===== src/rtl/imm_gen_pipe.sv =====
// Decode-stage immediate generator: combinational extraction for RV32I/RV64I
// formats feeding a 2-entry skid buffer (output reg + skid reg) with valid/ready.
module imm_gen_pipe #(
  parameter int XLEN = 32
) (
  input  logic            clk,
  input  logic            reset,
  input  logic            flush,
  input  logic            in_valid,
  output logic            in_ready,
  input  logic [31:0]     Instr,
  input  logic [2:0]      ImmSrc,
  output logic            out_valid,
  input  logic            out_ready,
  output logic [XLEN-1:0] ImmExt,
  output logic            out_illegal
);

  localparam int SHAMT_W = (XLEN == 64) ? 6 : 5;

  generate
    if (XLEN != 32 && XLEN != 64) begin : g_bad_xlen
      $error("imm_gen_pipe: XLEN must be 32 or 64");
    end
  endgenerate

  typedef struct packed {
    logic            ill;
    logic [XLEN-1:0] imm;
  } ent_t;

  typedef enum logic [1:0] {EMPTY, ONE, FULL} state_t;

  state_t state_q, state_d;
  ent_t   or_q, sk_q, ent_in;
  logic   rdy_q;
  logic   accept, drain, ld_or, or_from_sk, ld_sk;

  // opcode bits never contribute to any immediate
  logic unused_opcode;
  assign unused_opcode = ^Instr[6:0];

  always_comb begin
    ent_in = '0;
    unique case (ImmSrc)
      3'b000: ent_in.imm = XLEN'($signed(Instr[31:20]));
      3'b001: ent_in.imm = XLEN'($signed({Instr[31:25], Instr[11:7]}));
      3'b010: ent_in.imm = XLEN'($signed({Instr[31], Instr[7], Instr[30:25], Instr[11:8], 1'b0}));
      3'b011: ent_in.imm = XLEN'($signed({Instr[31], Instr[19:12], Instr[20], Instr[30:21], 1'b0}));
      3'b100: ent_in.imm = XLEN'($signed({Instr[31:12], 12'b0}));
      3'b101: ent_in.imm = XLEN'(Instr[20 +: SHAMT_W]);
      3'b110: ent_in.imm = XLEN'(Instr[19:15]);
      default: ent_in.ill = 1'b1;
    endcase
  end

  assign in_ready    = rdy_q;
  assign out_valid   = (state_q != EMPTY);
  assign ImmExt      = or_q.imm;
  assign out_illegal = or_q.ill;

  assign accept = in_valid && rdy_q;
  assign drain  = out_valid && out_ready;

  always_comb begin
    state_d    = state_q;
    ld_or      = 1'b0;
    or_from_sk = 1'b0;
    ld_sk      = 1'b0;
    unique case (state_q)
      EMPTY: if (accept) begin
        ld_or   = 1'b1;
        state_d = ONE;
      end
      ONE: begin
        if (accept && drain) ld_or = 1'b1;
        else if (accept) begin
          ld_sk   = 1'b1;
          state_d = FULL;
        end else if (drain) state_d = EMPTY;
      end
      FULL: if (drain) begin
        ld_or      = 1'b1;
        or_from_sk = 1'b1;
        state_d    = ONE;
      end
      default: state_d = EMPTY;
    endcase
  end

  // in_ready is a flop decoded from next state, so out_ready never reaches it combinationally
  always_ff @(posedge clk) begin
    if (reset) begin
      state_q <= EMPTY;
      rdy_q   <= 1'b1;
      or_q    <= '0;
      sk_q    <= '0;
    end else if (flush) begin
      state_q <= EMPTY;
      rdy_q   <= 1'b1;
    end else begin
      state_q <= state_d;
      rdy_q   <= (state_d != FULL);
      if (ld_or) or_q <= or_from_sk ? sk_q : ent_in;
      if (ld_sk) sk_q <= ent_in;
    end
  end

endmodule


===== config.mk =====
export PLATFORM = sky130hd
export DESIGN_NAME = imm_gen_pipe
export DESIGN_NICKNAME = d
export VERILOG_FILES = /design/src/rtl/imm_gen_pipe.sv
export SDC_FILE = /design/constraint.sdc
export NUM_CORES = 1
export LEC_CHECK = 0
export CORE_UTILIZATION = 54
export DETAILED_ROUTE_END_ITERATION = 7
export GPL_TIMING_DRIVEN = 0
export PLACE_DENSITY = 0.91
export SYNTH_ARGS = -nofsm -noshare
export SYNTH_HDL_FRONTEND = slang
export SYNTH_SLANG_ARGS = --single-unit

===== constraint.sdc =====
create_clock -name clk -period 3.05 [get_ports clk]
set_clock_uncertainty 0.15 [all_clocks]
set_input_delay 0.305 -clock clk [delete_from_list [all_inputs] [get_ports clk]]
set_output_delay 0.305 -clock clk [all_outputs]
set_load 0.01 [all_outputs]

[Yosys cells after proc, flatten, opt, wreduce, memory -nomap -nowiden]
Cells that the tools add are included.
Word-level totals
  register bits after elaboration: 69
  input port bits: 40
  word-level logic and storage cells: 42
Cells by class
  equal/unequal tests: 9
  muxes and demuxes: 16
  bitwise logic cells: 1
  reductions and logical operators: 10
Operator list (count)
  32-bit one-hot mux with 7 select lines: 1
  33-bit 2-to-1 mux: 1
  2-bit 2-to-1 mux: 5
  3-bit == test, second input constant: 3
  1-bit 2-to-1 mux: 7
  7-bit OR reduction: 1
  3-bit by 2-bit == test with 1-bit output, second input constant: 2
  2-bit one-hot mux with 3 select lines: 1
  2-bit AND reduction: 2
  3-bit by 1-bit == test with 1-bit output, second input constant: 1
  1-bit logical AND: 3
  3-bit logical NOT: 1
  1-bit one-hot mux with 3 select lines: 1
  2-bit by 1-bit == test with 1-bit output, second input constant: 1
  2-bit == test, second input constant: 1
  2-bit logical NOT: 1
  2-bit inequality test, second input constant: 1
  2-bit nonzero test: 1
  2-bit OR reduction: 1
  1-bit NOT: 1

[Longest topological paths before layout]
  word-level depth: 7
  mapped depth: 9
  depth with buffers taken out: 4

[Least setup slack after synthesis]
OpenSTA, ideal clock, no wires.
  kind: input-to-reg
  start point: input flush
  end point: register or_q, in the netlist ImmExt[28]
  library setup time: 131 ps
  arrival: 1713 ps
  slack: 1057 ps
  stages: 9
  buffers on the path: 5
  cells stage by stage: buf_2 > or2_1 > buf_6 > o32a_1 > buf_6 > buf_6 > clkbuf_1 > nand2_1 > a21oi_2
Between the ends
  cells in the longest elaborated chain, start to end: 2
Ends and longest elaborated chain
  start: declaration: line 8  | input logic flush,
  1-bit NOT (no source line)
  2-bit AND reduction (no source line)
  end signal: assignment: line 104  | if (ld_or) or_q <= or_from_sk ? sk_q : ent_in;
  end: declaration: line 35  | ent_t or_q, sk_q, ent_in;
No other way between the ends.
A chain may end at the register's enable or synchronous reset.

[Final worst setup path]
  start point: input out_ready
  end point: register or_q, in the netlist ImmExt[16]
Between the ends
  cells in the longest elaborated chain, start to end: 5
  elaborated cells on any way between the ends: 8
  those cells by class: mux: 5; reduce/logical: 3
Ends and longest elaborated chain
  start: declaration: line 14  | input logic out_ready,
  1-bit logical AND *: line 63  | assign drain = out_valid && out_ready;
  1-bit logical AND: line 76  | if (accept && drain) ld_or = 1'b1;
  1-bit 2-to-1 mux: line 76
  1-bit one-hot mux with 3 select lines: line 70  | unique case (state_q)
  2-bit AND reduction (no source line)
Every way passes the cells marked *; elsewhere a longest branch is shown, timed or not.

==> flow_metrics.py <==
metrics = {
    "run_status": {
        "status": "finished, final reports clean",
    },
    "worst_setup_path": {
        "endpoint_kind": "flop",
        "worst_ep_arrival_time_ps": 2430,
        "critPathMaxFanout": 10,
        "crit_type": "in -> reg",
        "startpoint_type": "input port",
        "crit_required_ps": 3180,
    },
    "timing": {
        "max_freq_ghz": 0.436,
        "fin_crit_sh_pct": 75.2,
        "rsz0062_at_grt": "no",
        "slew_violations": 0,
        "worstMarginPinSlew_ps": 635,
        "finalSetupTns_ps": 0,
        "period_minus_slack_ps": 2290,
        "setup_viol": 0,
        "hold_viol_final": 0,
        "relSlewSlack_pct": 57.7,
    },
    "cells_and_area": {
        "area_growth_pct": 28.7,
        "final_layout_size_suffix_gt1_share_pct": 8.10,
        "regArea_um2": 1380,
        "layoutNonFillerInstCount": 569,
        "fin_nets": 529,
        "multiInputGateArea_um2": 1800,
        "diodes": 0,
        "fill_cells": 450,
    },
    "clocking": {
        "root_buffer": "clkbuf_8",
        "cts_hold_repair.buffers": 0,
        "clk_latency_ps": 360,
        "cts_resized": 0,
        "htreeDepth": 3,
        "cts_setup_buffers": 0,
        "clkTransAtPathRegs_ps": 70,
        "numCtsBuffers": 9,
        "cts_buffer_depth": 2,
        "cts_tree": "done",
        "clkSinkCount": 69,
    },
    "placement": {
        "port-buffer-count": 63,
        "hpwl_mm": 6.86,
        "gp_congestion": 0.940,
        "dp_cells": 553,
    },
    "detailed_routing": {
        "drt-met1-wl_mm": 4.14,
        "postRouteAntennaNets": 0,
        "num_vias": 3436,
        "routed-wl-met2_mm": 4.46,
        "drtIter0Drc": 307,
        "dr.pass1.iters": 5,
        "drc": 0,
        "vias_per_cell": 6.04,
        "finalWirelength_mm": 9.60,
        "wl_per_cell_um": 16.9,
        "wl_met3_um": 730,
        "top_layer_used": "met4",
    },
    "yosys": {
        "seq_area_frac_synth_pct": 40.7,
        "synth_area_leaders": "dfxtp_1 (41%), nand2_1 (7.7%), a21oi_1 (7.2%)",
        "synth_top_area_share_pct": 40.7,
        "netlist_area_um2": 3390,
        "ys_warn_count": 0,
        "synth_edf_count": 0,
        "async_flop_share_pct": 0,
        "synth_ff_type": "dfxtp_1",
        "synth_top_cell_by_area": "dfxtp_1",
        "synthMostInstantiatedCell": "nand2_1",
        "synth.net_count": 455,
        "syn_inst": 415,
        "synth_seq_cells": 69,
        "synth_common_cells": "nand2_1 (70), dfxtp_1 (69), a21oi_1 (49)",
        "synth.avg_cell_area_um2": 8.18,
        "synth_cell_types": 43,
    },
    "global_routing": {
        "grt_max_degree": 13,
        "grt_usage_pct": 30.8,
        "grt_pass1_vias": 3159,
        "gr-total-overflow": 0,
        "grt_pass1_wl_mm": 15.2,
        "antenna_found_initial": 0,
    },
    "floorplan": {
        "start_util_pct": 56.7,
        "dieWidth_um": 81.3,
        "ios": 75,
        "die_height_um": 81.3,
        "num_rows": 28,
        "core_area_um2": 5990,
        "fp.dieArea_um2": 6610,
    },
    "min_path": {
        "hp-class": "in -> reg",
    },
    "power_and_ir_drop": {
        "ir_drop_uv": 359,
        "p_leak_nw": 1.49,
        "power_density_nw_per_um2": 501,
    },
    "job": {
        "maxCapViolCount": 0,
    },
}
path summary, 6_finish.rpt:
kind                                             from                 endpoint  slack (ps)  depth (start not counted)
worst max-delay path                        out_ready  ImmExt[16]$_SDFFE_PP0P_         760                          7
worst min-delay path                            flush    state_q[0]$_SDFF_PP0_         100                          2
worst max register to register  state_q[1]$_SDFF_PP0_  ImmExt[26]$_SDFFE_PP0P_         850                          9
worst min register to register  sk_q[15]$_SDFFE_PP0P_    sk_q[15]$_SDFFE_PP0P_         300                          2
layout make-up:
class / count / share of cell area, %
clock inverters: 5 / 2.46
clock buffers: 11 / 3.24
inverters: 2 / 0.172
repair buffers: 63 / 14.4
flip-flops and latches: 69 / 31.6
multi-input cells: 301 / 41.1
plain buffers: 43 / 4.81
well taps: 75 / 2.15
state kept, by name, summed over array words and instances (netlist names):
register and count:
sk_q 33, ImmExt 32, state_q 2, in_ready 1, out_illegal 1
stage by stage:
stage          hold slack, ps  power, W  worst slack [ps]  instance area, um^2  utilization [%]
2_1_floorplan             277   0.00112              1060                 3390                -
3_3_place_gp              283   0.00125               482                 4120             68.8
3_5_place_dp              290   0.00126               431                 4120             68.8
4_1_cts                  98.9   0.00219               804                 4370             72.9
5_1_grt                   106   0.00225               556                 4370             72.9
6_report                  101   0.00219               757                 4370             72.9
critical path, cell delays in order:
cell	delay, ps
clkdlybuf4s50_1	590
and3b_1	190
clkbuf_1	370
buf_2	290
clkbuf_1	390
o211ai_1	150
a21oi_1	130
cell families (layout without fill, tap and decap cells):
group | Yosys count | after routing | share of synthesized area (%)
AOI/OAI and AO/OA | 117 | 117 | 22.7
xor gates and xnor gates | 1 | 1 | 0.258
buffers and inverters | 45 | 124 | 6.41
DFF | 69 | 69 | 40.7
muxes | 11 | 11 | 3.43
and+or+nand+nor | 172 | 172 | 26.5
routing by layer:
layer / global-route usage [%] / vias to the layer above
met5: 0 / -
met2: 49.0 / 182
met1: 38.7 / 1584
met4: 14.8 / 0
met3: 7.64 / 28
li1: - / 1642
where the power goes:
group / total [W] / switching [W] / internal, W
clock: 0.000942 / 0.000374 / 0.000569
sequential: 0.000943 / 0.0000153 / 0.000927
combinational: 0.000305 / 0.000162 / 0.000143
total: 0.00219 / 0.000551 / 0.00164
placed cells by master (no fill, tap or decap), drive strengths merged, types with 10 or more instances in the layout:
| master | instances |
|---|---|
| nand2b | 10 |
| clkdlybuf4s50 | 63 |
| dfxtp | 69 |
| nand4 | 10 |
| buf | 12 |
| nor2 | 34 |
| a21oi | 51 |
| a211oi | 16 |
| a211o | 11 |
| clkbuf | 42 |
| nor2b | 11 |
| nand2 | 70 |
Note: power is estimated with default switching activity, not from simulation.
